[src/rtl/sparc_microsequencer.sv]
// Hard-wired microsequencer for the SPARC-subset multicycle datapath.
// Moore FSM with registered outputs. Each control vector is computed from
// the next state, so the outputs always match the state register.
module sparc_microsequencer #(
  parameter logic [5:0] NOP_PASS = 6'h3E,
  parameter logic [5:0] OP_ADD   = 6'h00
) (
  input  logic        Clk,
  input  logic        Reset,
  input  logic [31:0] IR,
  input  logic [31:0] PSR,
  input  logic [31:0] MAR,
  input  logic [31:0] MDR,
  input  logic [31:0] PC,
  input  logic [31:0] nPC,
  input  logic [31:0] TBR,
  input  logic [31:0] WIM,
  input  logic [31:0] TQ,
  input  logic [31:0] ALU,
  input  logic        MFC,
  output logic        IRE, MDRE, MARE, PCE, nPCE, TBRE, PSRE, WIME, tQE, RFE, ALUE,
  output logic        IRClr, ClrPC, nPCClr, tQClr,
  output logic        MFA, MOP_SEL,
  output logic        nPC_ADD, nPC_ADDSEL, TB_ADD, BAUX, ttAUX,
  output logic        RA_SEL, DISP_SEL, AOP_SEL,
  output logic        ET, PSR_SUPER, PSR_PREV_SUP,
  output logic [1:0]  nPC_SEL, ALU_SEL, CIN_SEL, RC_SEL, MAR_SEL, MDR_SEL, PSR_SEL, TBA_SEL,
  output logic [4:0]  CWP,
  output logic [5:0]  OP1,
  output logic [24:0] TBA_IN,
  output logic [5:0]  tQ_IN,
  output logic [31:0] MDR_AUX, MAR_AUX, WIM_IN
);

  typedef enum logic [4:0] {
    S_RST, S_INIT, S_F0, S_F1, S_F2, S_DEC,
    S_EX_ALU, S_EX_SETHI, S_EX_BR_T, S_EX_BR_N, S_EX_CALL,
    S_M0, S_M1, S_M2, S_M1S, S_M2S, S_ADV
  } state_t;

  typedef struct packed {
    logic ire, mdre, mare, pce, npce, tbre, psre, wime, tqe, rfe, alue;
    logic irclr, clrpc, npcclr, tqclr;
    logic mfa, mop_sel;
    logic npc_add, npc_addsel, tb_add, baux, ttaux;
    logic ra_sel, disp_sel, aop_sel;
    logic et, psr_super, psr_prev_sup;
    logic [1:0] npc_sel, alu_sel, cin_sel, rc_sel, mar_sel, mdr_sel, psr_sel, tba_sel;
    logic [4:0] cwp;
    logic [5:0] op1;
    logic [24:0] tba_in;
    logic [5:0] tq_in;
    logic [31:0] mdr_aux, mar_aux, wim_in;
  } ctl_t;

  state_t state, state_nxt;
  ctl_t   ctl;

  // Observation inputs not needed by this instruction subset.
  logic unused_obs;
  assign unused_obs = ^{MAR, MDR, PC, nPC, TBR, WIM, TQ, ALU,
                        IR[29], IR[18:14], IR[12:0], PSR[31:24], PSR[19:0]};

  // Integer condition codes; icc = {N, Z, V, C}.
  function automatic logic br_taken(input logic [3:0] cond, input logic [3:0] icc);
    logic n, z, v, c;
    {n, z, v, c} = icc;
    case (cond)
      4'h0: br_taken = 1'b0;
      4'h1: br_taken = z;
      4'h2: br_taken = z | (n ^ v);
      4'h3: br_taken = n ^ v;
      4'h4: br_taken = c | z;
      4'h5: br_taken = c;
      4'h6: br_taken = n;
      4'h7: br_taken = v;
      4'h8: br_taken = 1'b1;
      4'h9: br_taken = ~z;
      4'hA: br_taken = ~(z | (n ^ v));
      4'hB: br_taken = ~(n ^ v);
      4'hC: br_taken = ~(c | z);
      4'hD: br_taken = ~c;
      4'hE: br_taken = ~n;
      default: br_taken = ~v;
    endcase
  endfunction

  // Control vector presented while the FSM sits in state s.
  function automatic ctl_t ctl_for(input state_t s, input logic [31:0] ir);
    ctl_t c;
    c = '0;
    case (s)
      S_RST: begin
        c.irclr = 1'b1; c.clrpc = 1'b1; c.npcclr = 1'b1; c.tqclr = 1'b1;
      end
      S_INIT: begin
        c.psre = 1'b1; c.psr_sel = 2'b01; c.psr_super = 1'b1;
        c.npce = 1'b1; c.npc_sel = 2'b00;
      end
      S_F0: c.mare = 1'b1;
      S_F1, S_M1: begin
        c.mfa = 1'b1; c.mop_sel = 1'b1; c.mdre = 1'b1; c.mdr_sel = 2'b00;
      end
      S_F2: c.ire = 1'b1;
      S_EX_ALU: begin
        c.op1 = ir[24:19]; c.alu_sel = 2'b00; c.aop_sel = ir[13];
        c.alue = 1'b1; c.rfe = 1'b1; c.rc_sel = 2'b00;
      end
      S_EX_SETHI: begin
        c.ra_sel = 1'b1; c.op1 = NOP_PASS; c.alue = 1'b1; c.rfe = 1'b1;
      end
      S_EX_BR_T: begin
        c.pce = 1'b1; c.npce = 1'b1; c.npc_sel = 2'b01; c.disp_sel = 1'b0;
      end
      S_EX_CALL: begin
        c.alu_sel = 2'b01; c.op1 = NOP_PASS; c.alue = 1'b1; c.rfe = 1'b1;
        c.rc_sel = 2'b01; c.pce = 1'b1; c.npce = 1'b1; c.npc_sel = 2'b01;
        c.disp_sel = 1'b1;
      end
      S_M0: begin
        c.op1 = OP_ADD; c.alu_sel = 2'b00; c.aop_sel = ir[13]; c.alue = 1'b1;
        c.mare = 1'b1; c.mar_sel = 2'b01;
      end
      S_M2: begin
        c.alu_sel = 2'b10; c.op1 = NOP_PASS; c.alue = 1'b1; c.rfe = 1'b1;
        c.rc_sel = 2'b00;
      end
      S_M1S: begin
        c.mdre = 1'b1; c.mdr_sel = 2'b01;
      end
      S_M2S: c.mfa = 1'b1;
      S_ADV: begin
        c.pce = 1'b1; c.npce = 1'b1; c.npc_add = 1'b1; c.npc_addsel = 1'b0;
        c.npc_sel = 2'b00;
      end
      default: c = '0;
    endcase
    return c;
  endfunction

  // Next-state sequencing: fetch, decode dispatch, memory waits on MFC.
  always_comb begin
    state_nxt = state;
    case (state)
      S_RST:  state_nxt = S_INIT;
      S_INIT: state_nxt = S_F0;
      S_F0:   state_nxt = S_F1;
      S_F1:   state_nxt = MFC ? S_F2 : S_F1;
      S_F2:   state_nxt = S_DEC;
      S_DEC: begin
        state_nxt = S_ADV;
        case (IR[31:30])
          2'b10: if (IR[24:19] <= 6'h04) state_nxt = S_EX_ALU;
          2'b00: begin
            if (IR[24:22] == 3'b100)      state_nxt = S_EX_SETHI;
            else if (IR[24:22] == 3'b010) state_nxt = br_taken(IR[28:25], PSR[23:20]) ? S_EX_BR_T : S_EX_BR_N;
          end
          2'b01: state_nxt = S_EX_CALL;
          default: if (IR[24:19] == 6'h00 || IR[24:19] == 6'h04) state_nxt = S_M0;
        endcase
      end
      S_EX_ALU, S_EX_SETHI, S_EX_BR_N, S_M2: state_nxt = S_ADV;
      S_EX_BR_T, S_EX_CALL, S_ADV:           state_nxt = S_F0;
      S_M0:  state_nxt = (IR[24:19] == 6'h00) ? S_M1 : S_M1S;
      S_M1:  state_nxt = MFC ? S_M2 : S_M1;
      S_M1S: state_nxt = S_M2S;
      S_M2S: state_nxt = MFC ? S_ADV : S_M2S;
      default: state_nxt = S_RST;
    endcase
  end

  // State and registered control outputs; reset aborts any wait immediately.
  always_ff @(posedge Clk or negedge Reset) begin
    if (!Reset) begin
      state <= S_RST;
      ctl   <= ctl_for(S_RST, 32'h0);
    end else begin
      state <= state_nxt;
      ctl   <= ctl_for(state_nxt, IR);
    end
  end

  assign {IRE, MDRE, MARE, PCE, nPCE, TBRE, PSRE, WIME, tQE, RFE, ALUE} =
         {ctl.ire, ctl.mdre, ctl.mare, ctl.pce, ctl.npce, ctl.tbre, ctl.psre,
          ctl.wime, ctl.tqe, ctl.rfe, ctl.alue};
  assign {IRClr, ClrPC, nPCClr, tQClr} = {ctl.irclr, ctl.clrpc, ctl.npcclr, ctl.tqclr};
  assign {MFA, MOP_SEL} = {ctl.mfa, ctl.mop_sel};
  assign {nPC_ADD, nPC_ADDSEL, TB_ADD, BAUX, ttAUX} =
         {ctl.npc_add, ctl.npc_addsel, ctl.tb_add, ctl.baux, ctl.ttaux};
  assign {RA_SEL, DISP_SEL, AOP_SEL} = {ctl.ra_sel, ctl.disp_sel, ctl.aop_sel};
  assign {ET, PSR_SUPER, PSR_PREV_SUP} = {ctl.et, ctl.psr_super, ctl.psr_prev_sup};
  assign {nPC_SEL, ALU_SEL, CIN_SEL, RC_SEL} = {ctl.npc_sel, ctl.alu_sel, ctl.cin_sel, ctl.rc_sel};
  assign {MAR_SEL, MDR_SEL, PSR_SEL, TBA_SEL} = {ctl.mar_sel, ctl.mdr_sel, ctl.psr_sel, ctl.tba_sel};
  assign CWP     = ctl.cwp;
  assign OP1     = ctl.op1;
  assign TBA_IN  = ctl.tba_in;
  assign tQ_IN   = ctl.tq_in;
  assign MDR_AUX = ctl.mdr_aux;
  assign MAR_AUX = ctl.mar_aux;
  assign WIM_IN  = ctl.wim_in;

endmodule

[config.mk]
export PLATFORM = sky130hd
export DESIGN_NAME = sparc_microsequencer
export DESIGN_NICKNAME = d
export VERILOG_FILES = /design/src/rtl/sparc_microsequencer.sv
export SDC_FILE = /design/constraint.sdc
export NUM_CORES = 1
export LEC_CHECK = 0
export CORE_AREA = 2 2 194 196
export CTS_CLUSTER_SIZE = 20
export DETAILED_ROUTE_END_ITERATION = 12
export DIE_AREA = 0 0 196 198
export GPL_TIMING_DRIVEN = 0
export SYNTH_ARGS = -nofsm -noshare
export SYNTH_HDL_FRONTEND = slang
export SYNTH_SLANG_ARGS = --single-unit
[constraint.sdc]
create_clock -name Clk -period 2.5 [get_ports Clk]
set_input_delay 0.5 -clock Clk [delete_from_list [all_inputs] [get_ports Clk]]
set_output_delay 0.5 -clock Clk [all_outputs]
set_load 0.05 [all_outputs]
### Word-level counts from Yosys, hierarchy flattened

Cells that the tools add are included.

| storage, ports and cells | value |
|---|---|
| flip-flop bits (word level) | 42 |
| output and inout port bits | 182 |

| operators by class | value |
|---|---|
| magnitude comparators | 1 |
| equal/unequal tests | 49 |
| bitwise operators | 10 |
| mux-type cells | 38 |
| reduce and logical (&&, ||, !) cells | 19 |

Operators with widths:

| operator | count |
|---|---|
| $eq A5 B4 Y1 const B | 15 |
| $pmux W5 S11 | 1 |
| $eq A5 B3 Y1 const B | 7 |
| $eq A4 B4 Y1 const B | 7 |
| $mux W5 | 5 |
| $mux W1 | 24 |
| $eq A5 B2 Y1 const B | 4 |
| $eq A4 B3 Y1 const B | 4 |
| $reduce_or A4 Y1 | 4 |
| $pmux W1 S15 | 1 |
| $pmux W5 S3 | 1 |
| $pmux W6 S2 | 1 |
| $reduce_or A3 Y1 | 4 |
| $eq A5 B1 Y1 const B | 2 |
| $eq A5 B5 Y1 const B | 2 |
| $logic_not A5 Y1 | 2 |
| $eq A4 B2 Y1 const B | 2 |
| $reduce_or A2 Y1 | 4 |
| $not A1 Y1 | 7 |
| $eq A6 B3 Y1 const B | 1 |
| $le A6 B3 Y1 const B | 1 |
| $logic_not A6 Y1 | 1 |
| $reduce_or A5 Y1 | 1 |
| $eq A4 B1 Y1 const B | 1 |
| 13 further kinds | 15 |

### Logic depth before layout (Yosys ltp)

| logic depth | value |
|---|---|
| depth after elaboration | 16 |
| mapped depth | 8 |
| depth with buffers taken out | 7 |

### Worst setup path before layout

Ideal clock, no wire load.

| path | value |
|---|---|
| kind | input to register |
| from | in IR[20] |
| to | reg ctl (netlist bit ALUE) |
| path buffers | 0 |
| data arrival time | 2.105 ns |
| path slack | 0.264 ns |
| stages | 6 |
| data required time | 2.369 ns |
| path through | or4_4 o41ai_2 a211oi_1 a221oi_4 nor2_2 or3_1 |

| between the ends | value |
|---|---|
| cells in the longest elaborated chain, start to end | 8 |
| elaborated cells between the ends (all ways) | 16 |
| classes of those cells | order compare (1); eq/ne (6); mux (6); reduce/logical (3) |

Ends and longest elaborated chain:

| item | line | source |
|---|---|---|
| from (decl) | 10 | `input logic [31:0] IR,` |
| parallel branches: the longest is 4 deep, another holds $le A6 B3 Y1 | n/a |  |
| $pmux W5 S11 * | 144 | `case (state)` |
| $eq A5 B3 Y1 or $eq A5 B4 Y1 (tied branches) | 92 | `case (s)` |
| $reduce_or A5 Y1 (no line) * | n/a |  |
| $mux W1 * | 92 |  |
| to (signal assigned) | 176 | `ctl <= ctl_for(S_RST, 32'h0);` |
| to (signal assigned) | 179 | `ctl <= ctl_for(state_nxt, IR);` |
| to (decl) | 57 | `ctl_t ctl;` |

Mark *: on every way between the ends.

### Final worst setup path

| path | value |
|---|---|
| from | in PSR[21] |
| to | reg ctl (netlist bit MFA) |

| between the ends | value |
|---|---|
| cells in the longest elaborated chain, start to end | 16 |
| elaborated cells between the ends (all ways) | 20 |
| classes of those cells | eq/ne (3); mux (11); bitwise (5); reduce/logical (1) |

Ends and longest elaborated chain:

| item | line | source |
|---|---|---|
| from (decl) | 11 | `input logic [31:0] PSR,` |
| $xor A1 B1 Y1 | n/a |  |
| $or A1 B1 Y1 | 71, 79 |  |
| $not A1 Y1 | 79 | `4'hA: br_taken = ~(z \| (n ^ v));` |
| $pmux W1 S15 * | 68 | `case (cond)` |
| $mux W1 * | 156 | `else if (IR[24:22] == 3'b010) state_nxt = br_taken(IR[28:25], PSR[23:20]) ? S_EX_BR_T : S_EX_BR_N;` |
| $mux W1 * | 155 | `if (IR[24:22] == 3'b100) state_nxt = S_EX_SETHI;` |
| $mux W1 * | 152 | `case (IR[31:30])` |
| $mux W1 * | 144 |  |
| $mux W1 * | 156 |  |
| $mux W5 * | 156 |  |
| $mux W5 * | 155 |  |
| $pmux W5 S3 * | 152 |  |
| $pmux W5 S11 * | 144 |  |
| net state_nxt[0] | 56 | `state_t state, state_nxt;` |
| $eq A5 B2 Y1 or $eq A5 B4 Y1 (tied branches) | 92 |  |
| $reduce_or A3 Y1 (no line) * | n/a |  |
| $mux W1 * | 92 |  |

The timed path passes the listed nets; every way through them passes the cells marked *. The select of a mux whose other input is x is not followed.

==> flow_summary_export.csv <==
group,metric,value,unit
run_status,status,"completed",
die,core,37000,sq um
timing,finalSetupTns,0,ns
cts,cts_sinks,31,
die,start_util,7.56,%
finish,fillers,4229,
finish,design_area,4760,sq um
route,postRouteAntennaNets,0,
route,dr.pass1.iters,4,
yosys,yosysWarningCount,0,
yosys,synth_flop_cell,"dfrtp_1",
grt,grt.overflow.total,0,
worst_setup_path,cp_data_arrival_time,2.46,ns
yosys,synth_top_area_share,41.9,%
timing,fin_crit_sh,92.8,%
timing,whs,0.271,ns
worst_setup_path,critPathMaxFanout,8,
timing,hold_violations,0,
route,wl_per_cell,6.99,um
yosys,syn_area_per_cell,8.73,sq um
timing,tightest_slew,0.681,ns
die,rows,71,
worst_setup_path,cpPeakStageDelay,0.54,ns
yosys,ys_seq_elements,31,
die,die_y,198,um
cts,clk_pin_slew,0.05,ns
place,hpwlAfterDp,5850,um
route,drt_iter0_drc,123,
route,routed_via_density,2.39,
cts,numCtsBuffers,5,
route,wirelength,7060,um
die,dieWidth,196,um
yosys,synth_area_leaders,"buf_4 (42%), dfrtp_1 (27%), o21ai_0 (2.1%)",
worst_setup_path,critPathSlowestCell,"clkdlybuf4s50_1",
timing,finalSetupViolations,0,
place,postPlaceCellArea,4450,sq um
route,vias,2417,
grt,grt_max_degree,32,
cts,cts_tree,"yes",
yosys,synth_edf_count,0,
die,die-area,38800,sq um
worst_setup_path,crit_path_end_kind,"flop",
yosys,yosysTopAreaCell,"buf_4",
finish,largest_reg_flops,6,
cts,cts_hold_buf,0,
timing,slew_headroom,54.6,%
finish,syn_to_final_growth,70.4,%
yosys,async_flop_share,100,%
route,drc_errors,0,
yosys,yosysMostFrequentCell,"buf_4",
grt,antenna_found_initial,0,
timing,drv_slew,0,
cts,worstSkewPairLatency,0.27,ns
worst_setup_path,critical_path_class,"in2reg",
timing,rsz0062_at_grt,"no",
place,portBuffers,50,
cts,htreeDepth,2,
yosys,seq_area_frac_synth,27.8,%
grt,grt_pass1_wl,10500,um
place,place.gp.congestion,0.836,
finish,drive_above_1_share,36.9,%
yosys,syn_area,2790,sq um
yosys,syn_inst,320,
grt,grt.total_usage,3.31,%
timing,period_needed,2.32,ns
worst_setup_path,start_kind,"input port",
grt,grt_pass1_vias,2134,
finish,fin_nets,858,
yosys,synth_common_cells,"buf_4 (156), dfrtp_1 (30), nor2_1 (13), o21ai_0 (12), nand2_1 (8)",
power,leakage,2.45,nW
yosys,synth_cell_types,54,
worst_setup_path,required,2.64,ns
cts,cts-root-buf,"clkbuf_16",
worst_setup_path,crit_chain,"clkdlybuf4s50_1 -> xnor2_1 -> o21ai_0 -> or3_1 -> a311oi_4 -> buf_4 -> nor2_1 -> inv_2 -> o22ai_1",
power,ir_worst_vdd,0.000358,V
timing,clock.fmax,431,MHz
hold_path,min_path_type,"in2async",
timing,skew,0.00262,ns
finish,n_antenna_cell,0,
cts,cts_buffer_depth,2,
power,p_per_area,762,nW/um^2
die,io_pins,505,
job,drv_cap,0,
[per-layer routing]
layer  GRT usage [%]  wire length [um]  up-vias
met5               0                 0        -
met4           0.982                76        0
met3           0.784               881        9
met2            5.32              3110      194
met1            4.39              2990     1010
li1                -                 -     1204
[layout make-up]
type	instances	area, sq um	share of cell area [%]
Clock inverter	2	35.0	0.736
Buffer	162	1200	25.1
Clock buffer	6	139	2.92
Tap cell	474	593	12.5
Timing Repair Buffer	59	573	12.0
Inverter	6	22.5	0.473
Sequential cell	31	777	16.3
Multi-Input combinational cell	270	1420	29.9
[path summary, 6_finish.rpt]
kind / startpoint / end / slack, ns / depth (start not counted)
setup reg to reg: state[1] / MFA / 0.33 / 8
hold reg to reg: state[4] / PSR_SEL[0] / 0.66 / 2
max in group asynchronous: Reset / state[0] / 1.80 / 1
min in group Clk: IR[19] / OP1[0] / 0.58 / 2
setup / recovery: PSR[21] / MFA / 0.18 / 9
hold / removal: Reset / MOP_SEL / 0.27 / 1
[timing repair]
action / 4_1_cts / 5_1_grt
endpoints found under the setup margin: 19 / 18
pin swaps: 1 / 4
setup buffers: 5 / 4
resized for setup: 9 / 10
[worst max-delay path, delay by kind of cell]
kind | cells | cell delay (ns)
buffers and inverters | 3 | 0.91
AOI/OAI and AO/OA | 3 | 0.47
and+or+nand+nor | 2 | 0.45
xor gates and xnor gates | 1 | 0.13
[report_power, final]
group | switching, mW | internal (mW)
sequential | 0.0769 | 0.616
combinational | 1.47 | 0.778
clock | 0.194 | 0.493
[per-stage QoR]
stage                     utilization (%)  total power [mW]  cells  worst slack [ns]
after floorplan                         -              2.31    469             0.264
after global placement               12.0              2.73    993            -0.918
after detailed placement             12.0              2.74    993            -0.922
after CTS                            12.7              3.54   1006           0.00645
after global routing                 12.9              3.81   1010            0.0316
final                                12.9              3.62   1010             0.181
[cells by family (layout without fill, tap and decap cells)]
kind of cell              after synthesis  in the layout  share of synthesized area (%)
other                                   1            150                          0.134
AOI/OAI and AO/OA                      52             52                           13.5
xor gates and xnor gates                2              2                          0.627
DFF                                    31             31                           27.8
and+or+nand+nor                        65             65                           14.0
muxes                                   1              1                          0.358
buffers and inverters                 168            235                           43.6
[cell usage in the layout (no fill, tap or decap), types with 6 or more instances in the layout]
master           count
nor3_1               6
clkdlybuf4s50_1     42
o21ai_0             12
nor2_1              13
buf_4              165
dfrtp_1             30
conb_1             150
a21oi_1              6
nand2_1              8
Power figures use the tool's default switching activity.
